File: src/rtl/ioctl_mem_loader.sv
// ioctl_mem_loader: packs ioctl download bytes into 16-bit LE words
// and writes them to memory; optional IOCTL_MEM_LOADER_CHECKSUM_EN.
module ioctl_mem_loader #(
  parameter logic [24:0] BASE_ADDR  = 25'h0000000,
  parameter logic [7:0]  INDEX      = 8'h00,
  parameter logic [7:0]  INDEX_MASK = 8'h3F,
  parameter int          FIFO_AW    = 2
) (
  input  logic        clk_sys,
  input  logic        reset_n,
  input  logic        ioctl_download,
  input  logic [7:0]  ioctl_index,
  input  logic        ioctl_wr,
  input  logic [26:0] ioctl_addr,
  input  logic [7:0]  ioctl_dout,
  output logic        clkref_n,
  output logic        mem_req,
  input  logic        mem_ack,
  output logic [24:0] mem_addr,
  output logic [15:0] mem_din,
  output logic [1:0]  mem_be,
  output logic        busy,
  output logic        load_done,
  output logic        overflow,
  output logic [31:0] byte_count
`ifdef IOCTL_MEM_LOADER_CHECKSUM_EN
  ,
  output logic [15:0] checksum
`endif
);

  localparam int DEPTH = 1 << FIFO_AW;
  localparam logic [FIFO_AW:0] FULL_CNT = (FIFO_AW+1)'(DEPTH);
  localparam logic [FIFO_AW:0] TWO = (FIFO_AW+1)'(2);

  typedef enum logic [2:0] {
    S_IDLE,
    S_LOAD,
    S_FLUSH,
    S_DRAIN,
    S_DONE
  } state_t;

  state_t state_q, state_d;
  logic dl_q;
  logic pend_q, pend_d;
  logic hold_v_q, hold_v_d;
  logic [7:0] hold_b_q, hold_b_d;
  logic [25:0] hold_a_q, hold_a_d;
  logic stash_v_q, stash_v_d;
  logic [42:0] stash_q, stash_d;
  logic [FIFO_AW-1:0] wp_q, wp_d;
  logic [FIFO_AW-1:0] rp_q, rp_d;
  logic [FIFO_AW:0] cnt_q, cnt_d;
  logic [FIFO_AW:0] free_d;
  logic clkref_q, clkref_d;
  logic ovf_q, ovf_d;
  logic [31:0] bc_q, bc_d;
  logic [42:0] fifo_q [DEPTH];
  logic [42:0] head;
  logic [42:0] push_e;
  logic [25:0] wa;
  logic match, rise, pop, room, push, acc, enter;

  assign match = (ioctl_index & INDEX_MASK) == (INDEX & INDEX_MASK);
  assign rise = ioctl_download & ~dl_q;
  assign wa = ioctl_addr[26:1];
  assign pop = (cnt_q != '0) && mem_ack;
  assign room = (cnt_q != FULL_CNT) || pop;
  assign head = fifo_q[rp_q];

  assign mem_req = cnt_q != '0;
  assign mem_addr = mem_req ? BASE_ADDR + head[42:18] : '0;
  assign mem_din = mem_req ? head[17:2] : '0;
  assign mem_be = mem_req ? head[1:0] : '0;
  assign busy = state_q != S_IDLE;
  assign load_done = state_q == S_DONE;
  assign clkref_n = clkref_q;
  assign overflow = ovf_q;
  assign byte_count = bc_q;

  // Next-state, byte packing and FIFO push/pop bookkeeping
  always_comb begin
    state_d = state_q;
    pend_d = pend_q;
    hold_v_d = hold_v_q;
    hold_b_d = hold_b_q;
    hold_a_d = hold_a_q;
    stash_v_d = stash_v_q;
    stash_d = stash_q;
    ovf_d = ovf_q;
    bc_d = bc_q;
    push = 1'b0;
    push_e = '0;
    acc = 1'b0;
    enter = 1'b0;
    unique case (state_q)
      S_IDLE: begin
        pend_d = 1'b0;
        if (match && ioctl_download && (rise || pend_q)) begin
          state_d = S_LOAD;
          enter = 1'b1;
          ovf_d = 1'b0;
          bc_d = '0;
          hold_v_d = 1'b0;
          stash_v_d = 1'b0;
        end
      end
      S_LOAD: begin
        if (stash_v_q) begin
          // second half of a split displacement; clkref_n is high now
          if (room) begin
            push = 1'b1;
            push_e = stash_q;
            stash_v_d = 1'b0;
          end
          if (ioctl_wr) ovf_d = 1'b1;
        end else if (ioctl_wr) begin
          if (!room) begin
            ovf_d = 1'b1;
          end else begin
            acc = 1'b1;
            bc_d = bc_q + 32'd1;
            if (!ioctl_addr[0]) begin
              if (hold_v_q) begin
                push = 1'b1;
                push_e = {hold_a_q[24:0], 8'h00, hold_b_q, 2'b01};
              end
              hold_v_d = 1'b1;
              hold_b_d = ioctl_dout;
              hold_a_d = wa;
            end else if (hold_v_q && hold_a_q == wa) begin
              push = 1'b1;
              push_e = {wa[24:0], ioctl_dout, hold_b_q, 2'b11};
              hold_v_d = 1'b0;
            end else if (hold_v_q) begin
              push = 1'b1;
              push_e = {hold_a_q[24:0], 8'h00, hold_b_q, 2'b01};
              hold_v_d = 1'b0;
              stash_v_d = 1'b1;
              stash_d = {wa[24:0], ioctl_dout, 8'h00, 2'b10};
            end else begin
              push = 1'b1;
              push_e = {wa[24:0], ioctl_dout, 8'h00, 2'b10};
            end
          end
        end
        if (!ioctl_download) state_d = S_FLUSH;
      end
      S_FLUSH: begin
        if (rise) pend_d = 1'b1;
        if (stash_v_q) begin
          if (room) begin
            push = 1'b1;
            push_e = stash_q;
            stash_v_d = 1'b0;
          end
        end else if (hold_v_q && room) begin
          push = 1'b1;
          push_e = {hold_a_q[24:0], 8'h00, hold_b_q, 2'b01};
          hold_v_d = 1'b0;
        end
        if (!stash_v_d && !hold_v_d) state_d = S_DRAIN;
      end
      S_DRAIN: begin
        if (rise) pend_d = 1'b1;
        if (cnt_q == '0) state_d = S_DONE;
      end
      S_DONE: begin
        if (rise) pend_d = 1'b1;
        state_d = S_IDLE;
      end
      default: state_d = S_IDLE;
    endcase
    wp_d = wp_q + FIFO_AW'(push);
    rp_d = rp_q + FIFO_AW'(pop);
    cnt_d = cnt_q + (FIFO_AW+1)'(push) - (FIFO_AW+1)'(pop);
    free_d = FULL_CNT - cnt_d;
    clkref_d = !((state_d == S_IDLE) ||
                 (state_d == S_LOAD && !stash_v_d && free_d >= TWO));
  end

  // Control and pointer registers
  always_ff @(posedge clk_sys or negedge reset_n) begin
    if (!reset_n) begin
      state_q <= S_IDLE;
      dl_q <= 1'b0;
      pend_q <= 1'b0;
      hold_v_q <= 1'b0;
      hold_b_q <= '0;
      hold_a_q <= '0;
      stash_v_q <= 1'b0;
      stash_q <= '0;
      wp_q <= '0;
      rp_q <= '0;
      cnt_q <= '0;
      clkref_q <= 1'b0;
      ovf_q <= 1'b0;
      bc_q <= '0;
    end else begin
      state_q <= state_d;
      dl_q <= ioctl_download;
      pend_q <= pend_d;
      hold_v_q <= hold_v_d;
      hold_b_q <= hold_b_d;
      hold_a_q <= hold_a_d;
      stash_v_q <= stash_v_d;
      stash_q <= stash_d;
      wp_q <= wp_d;
      rp_q <= rp_d;
      cnt_q <= cnt_d;
      clkref_q <= clkref_d;
      ovf_q <= ovf_d;
      bc_q <= bc_d;
    end
  end

  // FIFO storage, entries are {word_addr, data, be}
  always_ff @(posedge clk_sys) begin
    if (push) fifo_q[wp_q] <= push_e;
  end

`ifdef IOCTL_MEM_LOADER_CHECKSUM_EN
  logic [15:0] csum_q, csum_d;

  // Running byte sum, restarted on each load entry
  always_comb begin
    csum_d = csum_q;
    if (enter) csum_d = '0;
    else if (acc) csum_d = csum_q + {8'h00, ioctl_dout};
  end

  // Checksum register
  always_ff @(posedge clk_sys or negedge reset_n) begin
    if (!reset_n) csum_q <= '0;
    else csum_q <= csum_d;
  end

  assign checksum = csum_q;
`else
  logic unused_sum;
  assign unused_sum = acc ^ enter;
`endif

endmodule

File: config.mk
export PLATFORM = sky130hd
export DESIGN_NAME = ioctl_mem_loader
export DESIGN_NICKNAME = d
export VERILOG_FILES = /design/src/rtl/ioctl_mem_loader.sv
export SDC_FILE = /design/constraint.sdc
export NUM_CORES = 1
export LEC_CHECK = 0
export ABC_CLOCK_PERIOD_IN_PS = 6900
export CORE_ASPECT_RATIO = 1.5
export CORE_MARGIN = 2
export CORE_UTILIZATION = 59
export CTS_BUF_LIST = sky130_fd_sc_hd__clkbuf_4 sky130_fd_sc_hd__clkbuf_8
export CTS_CLUSTER_DIAMETER = 120
export DETAILED_ROUTE_END_ITERATION = 10
export PLACE_DENSITY = 0.82
export REMOVE_ABC_BUFFERS = 1
export SLEW_MARGIN = 10
export SYNTH_ARGS = -nofsm -noshare
export SYNTH_HDL_FRONTEND = slang
export SYNTH_SLANG_ARGS = --single-unit
File: constraint.sdc
create_clock -name clk_sys -period 6.9 [get_ports clk_sys]
set_clock_uncertainty 0.05 [all_clocks]
set_input_delay 0.69 -clock clk_sys [delete_from_list [all_inputs] [get_ports clk_sys]]
set_output_delay 0.69 -clock clk_sys [all_outputs]
set_load 0.005 [all_outputs]
* Word-level counts from Yosys, hierarchy flattened
Memories as Yosys holds them, arrays and structs flattened.
Cells that the tools add are included.
** Word-level totals
- Register bits :: 116
- Word-level logic and storage cells :: 132
- Input bits :: 48
- Memories :: 1
- RAM bits :: 172
- Output and inout bits :: 80
** Operators by class
- Magnitude comparators :: 1
- Bitwise operators :: 5
- Eq/ne operators :: 13
- Add/sub/neg operators :: 6
- Mux-type cells :: 61
- Reductions and logical operators :: 31
** Memory list
- fifo_q :: depth 4, width 43, read ports 1, clocked after memory_dff 0, wr ports 1, line 59 : logic [42:0] fifo_q [DEPTH];
** Operator list (number)
- 43-bit 2-to-1 mux :: 10
- 32-bit 2-to-1 mux :: 4
- 43-bit one-hot mux with 2 select lines :: 1
- 32-bit one-hot mux with 2 select lines :: 1
- 32-bit by 1-bit adder with 32-bit output (second input constant) :: 1
- 1-bit 2-to-1 mux :: 32
- 26-bit == test :: 1
- 25-bit 2-to-1 mux :: 1
- 16-bit 2-to-1 mux :: 1
- 5-bit AND reduction :: 3
- 3-bit 2-to-1 mux :: 4
- 3-bit one-hot mux with 4 select lines :: 1
- 3-bit logical NOT :: 3
- 3-bit nonzero test :: 3
- 1-bit logical AND :: 8
- 8-bit logical NOT :: 1
- 2-bit inequality test (second input constant) :: 4
- 7-bit AND reduction :: 1
- 3-bit by 1-bit == test with 1-bit output (second input constant) :: 2
- 3-bit by 2-bit == test with 1-bit output (second input constant) :: 2
- 3-bit inequality test (second input constant) :: 2
- 1-bit one-hot mux with 2 select lines :: 3
- 1-bit one-hot mux with 3 select lines :: 2
- 2-bit by 1-bit adder with 2-bit output :: 2
- other kinds (15) :: 24

* Depth between registers and ports, before layout
- Depth in word-level cells :: 16
- Gate-level depth with buffers :: 15
- Mapped depth without buffers :: 14

* Worst setup path after synthesis
Ideal clock, no wire load.
- Path kind :: reg-to-reg
- Start point :: register state_q[0]
- End point :: memory fifo_q[2][0], enable pin
- Clock period less this slack :: 5.261 ns
- Required time :: 6.344 ns
- Library setup time :: 0.506 ns
- Buffers on the path :: 1
- Data arrival time :: 4.705 ns
- Path slack :: 1.639 ns
- Cell stages (with the launch flop) :: 7
- Cell sequence :: dfrtp_1 -> clkbuf_1 -> nor2_1 -> nand2_1 -> nor3_2 -> nor2_1 -> nor3b_1
** Between the ends
- Longest elaborated chain between the ends :: 4
- Elaborated cells on any way between the ends :: 5
- Those cells by class :: eq/ne (2); mux (3)
** Ends and longest elaborated chain
- from (decl) :: line 44 : state_t state_q, state_d;
- from (signal assigned) :: line 201 : state_q <= state_d;
- 3-bit by 2-bit == test with 1-bit output / 3-bit by 1-bit == test with 1-bit output (equally long branches) :: line 97 : unique case (state_q)
- 1-bit one-hot mux with 2 select lines * :: line 97
- 1-bit 2-to-1 mux * :: line 220 : if (push) fifo_q[wp_q] <= push_e;
- 1-bit 2-to-1 mux (not written as such) * :: line 220
- to (decl) :: line 59
Mark *: on every way between the ends. The rest lies on a longest branch, timed or not.

* Worst setup path after layout
- Start point :: input port mem_ack
- End point :: register clkref_q, in the netlist clkref_n
** Between the ends
- Elaborated cells on any way between the ends :: 36
- Those cells by class :: add/sub (3); order compare (1); eq/ne (1); mux (19); reduce/logical (12)
** RTL lines
- from (decl) :: line 18 : input logic mem_ack,
- 1-bit logical AND * :: line 68 : assign pop = (cnt_q != '0) && mem_ack;
- 1-bit logical OR :: line 69 : assign room = (cnt_q != FULL_CNT) || pop;
- 1-bit 2-to-1 mux / 1-bit logical AND (equally long branches) :: line 119, 158
- 1-bit 2-to-1 mux, on equally long branches :: line 118, 158
- 1-bit 2-to-1 mux, on equally long branches :: line 110, 152
- 1-bit one-hot mux with 2 select lines :: line 97
- 3-bit by 1-bit adder with 3-bit output :: line 177 : cnt_d = cnt_q + (FIFO_AW+1)'(push) - (FIFO_AW+1)'(pop);
- 3-bit by 1-bit subtractor with 3-bit output * :: line 177
- net cnt_d[1] :: line 54 : logic [FIFO_AW:0] cnt_q, cnt_d;
- 3-bit subtractor * :: line 178 : free_d = FULL_CNT - cnt_d;
- 3-bit by 2-bit greater-or-equal comparator with 1-bit output * :: line 180 : (state_d == S_LOAD && !stash_v_d && free_d >= TWO));
- 1-bit logical AND * :: line 180
- 1-bit logical OR * :: line 179 : clkref_d = !((state_d == S_IDLE) ||
- 1-bit logical NOT * :: line 179
- net clkref_d :: line 56 : logic clkref_q, clkref_d;
- to (signal assigned) :: line 212 : clkref_q <= clkref_d;
- to (decl) :: line 56
Mark *: on every way through the listed nets, which the timed path passes. The rest lies on a longest branch. The select of a mux whose other input is x is not followed.
A chain may end at the register's enable or synchronous reset.

==> qor.csv <==
metric,value,unit
rrSetupSlack,3.11,ns
die_h,183,microns
die_w,123,microns
ant_nets,0,
ys_seq_elements,288,
cts_root_buf,clkbuf_8,
wl_per_cell,20.1,microns
grt_max_degree,61,
cts_tree,yes,
yosysTopAreaCell,edfxtp_1,
synth_most_common_cell,edfxtp_1,
power_leakage,5.74,nW
cts_resized,0,
tns,0,ns
syn_area,0.0126,sq mm
grt_first_pass_wirelength,41.1,mm
yosysUniqueCellTypes,50,
drive_gt1_share,21.3,%
antenna_found_initial,0,
cp_max_fo,14,
fillers,1386,
clkLatencyLatePin,0.54,ns
io_pins,128,
powerDensity,354,mW/mm^2
cts_sinks,288,
max_freq,0.249,GHz
yosys_warnings,0,
cts_buffer_depth,3,
cts-htree-levels,2,
ctsHoldBuffers,0,
dr.pass1.iters,5,
num_rows,65,
relSlewSlack,14.9,%
synth_edf_count,172,
hold_viol_final,0,
maxCapViolCount,0,
period_share,58.3,%
min_period,4.02,ns
core_area,0.0211,sq mm
async_flop_share,40.3,%
gp_congestion,0.824,
worst_ep_arrival_time,4.41,ns
port_buffers,125,
synth_flop_cell,edfxtp_1,
yosysSeqAreaShare,63.9,%
grt_overflow,0,
post_cts_buffers,0,
synthTopCellsByCount,"edfxtp_1 (172), dfrtp_1 (116), mux2_2 (67), nor2_1 (47), nor2b_1 (47)",
required,7.29,ns
initialDrtViolationCount,526,
syn_inst,843,
start_util,60.0,%
status,"complete, no violations",
critPathLaunchType,primary input,
synth_area_leaders,"edfxtp_1 (41%), dfrtp_1 (23%), mux4_2 (7.7%), mux2_2 (6.0%), xnor2_1 (2.6%)",
n_antenna_cell,0,
vias_per_cell,5.92,
cts_made_buffers,41,
place_hpwl,16.1,mm
grt_util_all_layers,23.7,%
synth_top_area_share,40.9,%
syn_area_per_cell,15.0,sq um
rsz0062_at_grt,false,
slew_violations,0,
hold_path_class,in -> async,
die-area,0.0226,sq mm
criticalPathCategory,in -> reg,
drt_wl_total,25.8,mm
grt_pass1_vias,7779,
tightest_slew,1.27,ns
syn2layout_area_growth,19.1,%
finalSetupViolCount,0,
irDropWorstVdd,0.185,mV
worst_setup_path_end_kind,flip-flop,
clkTransAtPathRegs,0.06,ns
drc_errors,0,
fin_hold_ws,0.187,ns
via_count,7587,
fin_nets,1038,
per-stage QoR:
| stage | worst slack, ns | area [sq um] | cells | util, % | total power (W) |
|---|---|---|---|---|---|
| 3_5_place_dp | 2.32 | 14200 | 1207 | 67.2 | 0.00399 |
| 6_report | 2.88 | 15000 | 1281 | 71.4 | 0.00532 |
| 3_3_place_gp | 2.39 | 14200 | 1207 | 67.2 | 0.00393 |
| 2_1_floorplan | 1.14 | 12400 | 798 | - | 0.00328 |
| 4_1_cts | 2.86 | 15000 | 1281 | 71.4 | 0.00537 |
| 5_1_grt | 2.66 | 15000 | 1281 | 71.4 | 0.00561 |
final timing paths:
| check | cells past startpoint | endpoint | from |
|---|---|---|---|
| max in group asynchronous | 2 | rp_q[0]$_DFF_PN0_ | reset_n |
| hold reg to reg | 1 | rp_q[1]$_DFF_PN0_ | rp_q[1]$_DFF_PN0_ |
| hold / removal | 1 | byte_count[29]$_DFFE_PN0P_ | reset_n |
| setup / recovery | 14 | clkref_n$_DFF_PN0_ | mem_ack |
| setup reg to reg | 13 | clkref_n$_DFF_PN0_ | cnt_q[1]$_DFF_PN0_ |
| min in group clk_sys | 1 | rp_q[1]$_DFF_PN0_ | rp_q[1]$_DFF_PN0_ |
cell families after synthesis:
family | after synthesis | share of synthesized area [%]
fa+ha+maj | 8 | 0.852
xor+xnor | 61 | 4.23
compound gates | 116 | 6.33
mux | 110 | 13.6
buf+inv | 58 | 1.97
flops | 288 | 63.9
simple gates | 202 | 9.09
cell usage in the layout (no fill, tap or decap), drive strengths merged, types with 5 or more instances in the layout:
cell,count
edfxtp,172
clkdlybuf4s50,124
dfrtp,116
mux2,67
clkbuf,62
nor2b,47
nor2,47
mux4,43
a21oi,37
xnor2,37
xor2,24
and2,22
o21ai,21
nand2,20
buf,17
nand4,14
inv,13
o21a,13
o22ai,13
nand3,13
a221o,12
clkinv,9
a22o,8
and3,8
nor3,8
ha,7
and4,5
nor4,5
metal layers:
| metal | wire length (microns) | GRT usage, % | vias to the layer above | share of wire (%) |
|---|---|---|---|---|
| li1 | - | - | 3453 | - |
| met1 | 10100 | 29.2 | 3856 | 39 |
| met2 | 13700 | 42.2 | 237 | 53 |
| met3 | 1570 | 4.70 | 41 | 6.1 |
| met4 | 506 | 6.82 | 0 | 2.0 |
| met5 | 0 | 0 | - | 0 |
power by group:
group	total [W]	switching, W	internal [W]
logic	0.00162	0.000679	0.000938
clock network	0.00139	0.000620	0.000772
registers	0.00231	0.000205	0.00211
final cells by class:
| class | instances | area [sq um] | area share (%) |
|---|---|---|---|
| inverter | 13 | 48.8 | 0.324 |
| sequential | 288 | 8070 | 53.7 |
| clock buffer | 62 | 791 | 5.26 |
| timing repair buffer | 141 | 1370 | 9.10 |
| tap | 268 | 335 | 2.23 |
| multi-input combinational | 497 | 4340 | 28.9 |
| clock inverter | 12 | 86.3 | 0.574 |
flip-flops by register name (all words and copies together), names as in the netlist:
register	flops
fifo_q	172
overflow	1
clkref_n	1
dl_q	1
wp_q	2
rp_q	2
stash_v_q	1
hold_a_q	26
hold_v_q	1
stash_q	34
state_q	3
byte_count	32
cnt_q	3
hold_b_q	8
pend_q	1
worst max-delay path: stages:
cell and delay (ns):
clkdlybuf4s50_1 0.46, or4b_2 0.71, nand2_1 0.10, a21oi_1 0.04
buf_4 0.22, nor2_1 0.39, ha_1 0.32, inv_1 0.05
ha_1 0.15, fa_1 0.46, ha_1 0.30, inv_1 0.04
o311a_1 0.33, o21ai_0 0.14
(Power assumes the default switching activity.)
